[src/rtl/spike_delay_pkg.sv]
// spike_delay_pkg: shared state type, default sizes and delay-legality rule for the spike delay line
package spike_delay_pkg;

    typedef enum logic [1:0] {IDLE, FILL, RUN} state_e;

    localparam int DEPTH_DEF = 100;
    localparam int AW_DEF    = 19;
    localparam int DW_DEF    = 8;

    // A delay of DEPTH would read and write the same RAM entry
    function automatic logic delay_ok(input int delay, input int depth);
        return (delay >= 1) && (delay < depth);
    endfunction

endpackage

[src/rtl/spike_delay_ctrl_wrap_ptr.sv]
// wrap_ptr: modulo-DEPTH up-counter with enable and synchronous clear
module wrap_ptr #(
    parameter int DEPTH = 100,
    parameter int AW    = 19
) (
    input  logic          clk,
    input  logic          reset,
    input  logic          clr_i,
    input  logic          en_i,
    output logic [AW-1:0] ptr_o
);

    logic [AW-1:0] ptr_q;

    always_ff @(posedge clk) begin
        if (reset || clr_i)
            ptr_q <= '0;
        else if (en_i)
            ptr_q <= (ptr_q == AW'(DEPTH - 1)) ? '0 : ptr_q + AW'(1);
    end

    assign ptr_o = ptr_q;

endmodule

[src/rtl/spike_delay_ctrl.sv]
// spike_delay_ctrl: pointer/fill sequencer for a 1-bit dual-port BRAM spike delay line.
// Optional SPIKE_DELAY_STATS_EN adds saturating spike in/out counters.
module spike_delay_ctrl import spike_delay_pkg::*; #(
    parameter int DEPTH     = DEPTH_DEF,
    parameter int AW        = AW_DEF,
    parameter int DW        = DW_DEF,
    parameter int DELAY_RST = 5
) (
    input  logic          clk,
    input  logic          reset,
    input  logic          enable,
    input  logic          spike_in,
    input  logic          cfg_valid,
    input  logic [DW-1:0] cfg_delay,
    output logic          cfg_ready,
    output logic          cfg_err,
    output logic          ram_we,
    output logic [AW-1:0] ram_waddr,
    output logic          ram_din,
    output logic [AW-1:0] ram_raddr,
    input  logic          ram_dout,
    output logic          spike_out,
    output logic          out_valid,
    output logic [DW-1:0] cur_delay
`ifdef SPIKE_DELAY_STATS_EN
    ,
    output logic [15:0]   spikes_in_cnt,
    output logic [15:0]   spikes_out_cnt
`endif
);

    state_e        state_q;
    logic [DW-1:0] cur_delay_q;
    logic [DW-1:0] fill_cnt_q;
    logic          ram_we_q;
    logic          out_valid_q;
    logic          cfg_err_q;
    logic          cfg_ready_q;
    logic          cfg_fire;
    logic          cfg_ok;
    logic [AW-1:0] waddr;
    logic [AW:0]   diff;
    logic [AW:0]   diff_wrap;

    assign cfg_fire = cfg_valid & cfg_ready_q;
    assign cfg_ok   = delay_ok(32'(cfg_delay), DEPTH);

    wrap_ptr #(.DEPTH(DEPTH), .AW(AW)) u_wptr (
        .clk   (clk),
        .reset (reset),
        .clr_i (1'b0),
        .en_i  (ram_we_q),
        .ptr_o (waddr)
    );

    always_ff @(posedge clk) begin
        if (reset) begin
            state_q     <= IDLE;
            fill_cnt_q  <= '0;
            cur_delay_q <= DW'(DELAY_RST);
            ram_we_q    <= 1'b0;
            out_valid_q <= 1'b0;
            cfg_err_q   <= 1'b0;
            cfg_ready_q <= 1'b1;
        end else begin
            cfg_err_q <= cfg_fire & ~cfg_ok;
            if (cfg_fire && cfg_ok)
                cur_delay_q <= cfg_delay;
            if (!enable) begin
                state_q     <= IDLE;
                ram_we_q    <= 1'b0;
                out_valid_q <= 1'b0;
                cfg_ready_q <= 1'b1;
            end else if ((cfg_fire && cfg_ok) || state_q == IDLE) begin
                // Writes keep running across a reconfig; only the window refills
                state_q     <= FILL;
                fill_cnt_q  <= '0;
                ram_we_q    <= 1'b1;
                out_valid_q <= 1'b0;
                cfg_ready_q <= 1'b0;
            end else if (state_q == FILL) begin
                if (fill_cnt_q == cur_delay_q - DW'(1)) begin
                    state_q     <= RUN;
                    out_valid_q <= 1'b1;
                    cfg_ready_q <= 1'b1;
                end else begin
                    fill_cnt_q <= fill_cnt_q + DW'(1);
                end
            end
        end
    end

    assign diff      = {1'b0, waddr} - (AW+1)'(cur_delay_q);
    assign diff_wrap = diff + (AW+1)'(DEPTH);
    assign ram_raddr = diff[AW] ? diff_wrap[AW-1:0] : diff[AW-1:0];

    assign ram_we    = ram_we_q;
    assign ram_waddr = waddr;
    assign ram_din   = spike_in;
    assign spike_out = ram_dout & out_valid_q;
    assign out_valid = out_valid_q;
    assign cfg_ready = cfg_ready_q;
    assign cfg_err   = cfg_err_q;
    assign cur_delay = cur_delay_q;

`ifdef SPIKE_DELAY_STATS_EN
    logic [15:0] in_cnt_q;
    logic [15:0] out_cnt_q;

    always_ff @(posedge clk) begin
        if (reset || (cfg_fire && cfg_ok)) begin
            in_cnt_q  <= '0;
            out_cnt_q <= '0;
        end else begin
            if (spike_in && ram_we_q && !(&in_cnt_q))
                in_cnt_q <= in_cnt_q + 16'd1;
            if (spike_out && !(&out_cnt_q))
                out_cnt_q <= out_cnt_q + 16'd1;
        end
    end

    assign spikes_in_cnt  = in_cnt_q;
    assign spikes_out_cnt = out_cnt_q;
`endif

endmodule

[config.mk]
export PLATFORM = sky130hd
export DESIGN_NAME = spike_delay_ctrl
export DESIGN_NICKNAME = d
export VERILOG_FILES = /design/src/rtl/spike_delay_pkg.sv /design/src/rtl/spike_delay_ctrl_wrap_ptr.sv /design/src/rtl/spike_delay_ctrl.sv
export SDC_FILE = /design/constraint.sdc
export NUM_CORES = 1
export LEC_CHECK = 0
export CAP_MARGIN = 15
export CORE_MARGIN = 2
export CORE_UTILIZATION = 45
export CTS_BUF_LIST = sky130_fd_sc_hd__clkbuf_8
export DETAILED_ROUTE_END_ITERATION = 8
export GPL_TIMING_DRIVEN = 1
export PLACE_DENSITY = 0.73
export REMOVE_ABC_BUFFERS = 1
export SLEW_MARGIN = 10
export SYNTH_ARGS = -nofsm -noshare
export SYNTH_HDL_FRONTEND = slang
export SYNTH_SLANG_ARGS = --single-unit
[constraint.sdc]
create_clock -name clk -period 3.5 [get_ports clk]
set_input_delay 0.35 -clock clk [delete_from_list [all_inputs] [get_ports clk]]
set_output_delay 0.35 -clock clk [all_outputs]
set_load 0.02 [all_outputs]
==> qor.csv <==
stage,metric,value,unit
run_status,outcome,completed,
clock_tree,clock_latency,0.30,ns
die,die_area,0.007133,mm²
die,io-pin-count,66,
yosys,synth-edff-count,0,
die,die_h,84.46,µm
timing,tightest_slew,0.7015,ns
route,routedWlPerCell,14.19,µm
yosys,synth.area.top_cells,"dfxtp_1, nor2_1, xnor2_1",
hold_path,hold_end,fill_cnt_q[7],
worst_setup_path,setup.worst_path.end_class,output port,
yosys,yosysSeqAreaShare,27.49,%
die,core_area,0.006314,mm²
yosys,synth_ff_type,dfxtp_1,
timing,finalMaxSlewViolations,0,
yosys,ys_ff_latch,40,
hold_path,hold_start,fill_cnt_q[7],
route,detail-route-antenna-nets,0,
yosys,yosys.area_share.simple,27.10,%
placed_design,gp_congestion,0.9209,
clock_tree,path_clk_slew,0.09,ns
worst_setup_path,cp_data_required_time,3.15,ns
die,initial_core_util,46.14,%
clock_tree,clockBufferDepth,2,
route,viasPerCell,5.486,
yosys,async_flop_share,0,%
pwr,p_leak,1.695,nW
yosys,yosys_warnings,0,
global_route,gr-usage-all-layers,20.65,%
worst_setup_path,cp_slowest_cell,dfxtp_1,
placed_design,hpwl,5907,µm
timing,rsz0062_at_grt,false,
yosys,yosysUniqueCellTypes,57,
hold_path,hold_class,reg2reg,
worst_setup_path,crit_path_max_incr_delay,0.38,ns
clock_tree,cts_tree,yes,
worst_setup_path,critPathLaunchType,flip-flop,
cells_and_area,instances_no_fill,529,
yosys,synth_xor_area_share,14.43,%
clock_tree,cts_buffers,5,
timing,tns,0,ns
pwr,power_density,286.9,mW/mm²
cells_and_area,antenna_cells,0,
worst_setup_path,crit_type,reg2out,
worst_setup_path,r2r_end,fill_cnt_q[7],
timing,min_period,3.312,ns
worst_setup_path,critPathMaxFanout,11,
yosys,muxShareOfSynthArea,1.074,%
timing,setup_viol,0,
cells_and_area,drive_gt1_share,10.40,%
route,first_iter_violations,201,
hold_path,worstHoldPathCells,2,
timing,hold_viol,0,
worst_setup_path,cp_cell_sequence,inv_1 > ha_1 > nor3_1 > nand2_1 > nor3_2 > nand3_2 > a2111oi_4 > buf_4 > nor2_1 > dlygate4sd2_1,
global_route,grt_max_degree,19,
die,die_x,84.46,µm
die,row_count,29,
clock_tree,ctsHtreeMaxLevel,2,
global_route,grt_pass1_wl,12150,µm
route,drc,0,
worst_setup_path,r2r_setup_slack,1.00,ns
route,first_pass_iters,4,
worst_setup_path,path_delay_family,simple AND/OR/NAND/NOR gates,
route,wirelength,7509,µm
clock_tree,clockRootBuffer,clkbuf_8,
yosys,synthCells,377,
placed_design,port_buffers,63,
worst_setup_path,r2r_start,cur_delay[0],
worst_setup_path,rr_worst_depth,10,
timing,timing.fmax,0.3020,GHz
timing,skew,0.01159,ns
timing,fin_crit_sh,94.62,%
yosys,synth_compound_area_share,19.20,%
global_route,antenna_found_initial,0,
yosys,synth_top_family_by_area,simple AND/OR/NAND/NOR gates,
worst_setup_path,path_buf_inv,3,
cells_and_area,area_delta_synth_final,33.85,%
yosys,yosysTopAreaCellShare,27.49,%
timing,relSlewSlack,52.80,%
yosys,syn_area,0.002913,mm²
global_route,grt_pass1_vias,2535,
worst_setup_path,crit_arrival,2.96,ns
yosys,yosysTopAreaCell,dfxtp_1,
global_route,overflow,0,
yosys,synthAdderAreaFrac,5.842,%
yosys,synth_area_per_cell,7.726,µm²
cells_and_area,fin_nets,478,
placed_design,placedCellCount,520,
run,drv_cap,0,
pwr,ir_drop,0.2129,mV
clock_tree,cts.sinks,40,
route,via_count,2902,
layout make-up:
| class | count | area [µm²] |
|---|---|---|
| inverter | 23 | 86.33 |
| clock inverter | 2 | 11.26 |
| fill | 577 | 2415 |
| tap | 77 | 96.34 |
| timing repair buffer | 80 | 762.0 |
| multi-input combinational | 301 | 2059 |
| clock buffer | 6 | 82.58 |
| sequential | 40 | 800.8 |
repair_timing:
item                       4_1_cts  5_1_grt
setup endpoints to repair       10       17
pin swaps                        0        2
setup buffers                    1        0
resized for setup               12       18
hold buffers                     0        0
where the power goes:
group / switching, mW / internal, mW / leakage [nW] / total [mW]
registers: 0.00955 / 0.464 / 0.324 / 0.473
clock network: 0.166 / 0.157 / 0.0486 / 0.324
logic: 0.176 / 0.146 / 1.32 / 0.322
total: 0.352 / 0.767 / 1.69 / 1.12
flip-flops by register name, indices dropped and copies added (netlist names):
name,count
cfg_err,1
cfg_ready,1
cur_delay,8
fill_cnt_q,8
out_valid,1
ram_we,1
state_q,1
u_wptr.ptr_o,19
cell families after synthesis:
| family | count (synthesis) |
|---|---|
| and+or+nand+nor | 165 |
| AOI/OAI and AO/OA | 72 |
| xor gates and xnor gates | 48 |
| DFF | 40 |
| buffers and inverters | 36 |
| adders and majority gates | 13 |
| muxes | 3 |
cell usage in the layout, fill, tap and decap left out, drive strengths merged, types with 12 or more instances in the layout:
cell type       n
a21oi          24
buf            17
clkdlybuf4s50  48
dfxtp          40
ha             12
inv            24
nand2          31
nand3          16
nor2           59
nor3           16
xnor2          25
xor2           23
tightest hold or removal path, stage by stage, from the launching register on:
cell and delay (ns):
dfxtp_1 0.34, nand2_1 0.06, mux2i_1 0.05
routing by layer:
layer | track usage (%) | vias up | share of wire, %
met5 | 0 | - | 0
met1 | 30.97 | 1329 | 50
met3 | 3.441 | 15 | 6.1
met4 | 6.782 | 0 | 2.2
li1 | - | 1464 | -
met2 | 30.01 | 94 | 41
how the worst max path moves through the flow:
stage	cells after the start	endpoint	start	slack [ns]
after floorplan	10	ram_raddr[11]	u_wptr.ptr_o[0]	0.42
after global placement	12	ram_raddr[18]	u_wptr.ptr_o[0]	0.23
after detailed placement	12	ram_raddr[16]	u_wptr.ptr_o[0]	0.19
after CTS	10	ram_raddr[3]	cur_delay[1]	0.007
after global routing	13	ram_raddr[11]	u_wptr.ptr_o[0]	0.001
final	10	ram_raddr[10]	cur_delay[7]	0.19
synthesized netlist by cell type, drive strengths merged (2+ instances only):
master / instances
o21bai: 4
nand3b: 2
nor3: 16
xnor2: 25
a2111oi: 3
a32o: 2
nand4: 6
o21a: 3
and2: 3
nand2b: 5
and3: 4
xor2: 23
clkbuf: 10
nand2: 31
o211ai: 4
or3: 5
o21ai: 9
o2111ai: 2
nor4: 6
a21oi: 24
inv: 23
dfxtp: 40
a211oi: 4
or2: 3
nand4b: 2
a41oi: 2
ha: 12
mux2i: 2
nor2: 59
buf: 3
a21o: 4
nand3: 16
nor2b: 5
o311ai: 2
through the flow:
| step | utilization (%) | hold slack, ns | setup WS, ns | power, mW | cell area [µm²] |
|---|---|---|---|---|---|
| 5_1_grt | 61.75 | 0.5210 | 0.001412 | 1.168 | 3899 |
| 3_5_place_dp | 58.68 | 0.4740 | 0.1904 | 0.8025 | 3705 |
| 2_1_floorplan | - | 0.4191 | 0.4188 | 0.6681 | 2858 |
| 3_3_place_gp | 58.68 | 0.4698 | 0.2293 | 0.7984 | 3705 |
| 4_1_cts | 60.52 | 0.4912 | 0.006595 | 1.120 | 3821 |
| 6_report | 61.75 | 0.4889 | 0.1884 | 1.119 | 3899 |
No activity file was read; power rests on OpenSTA's default activity.
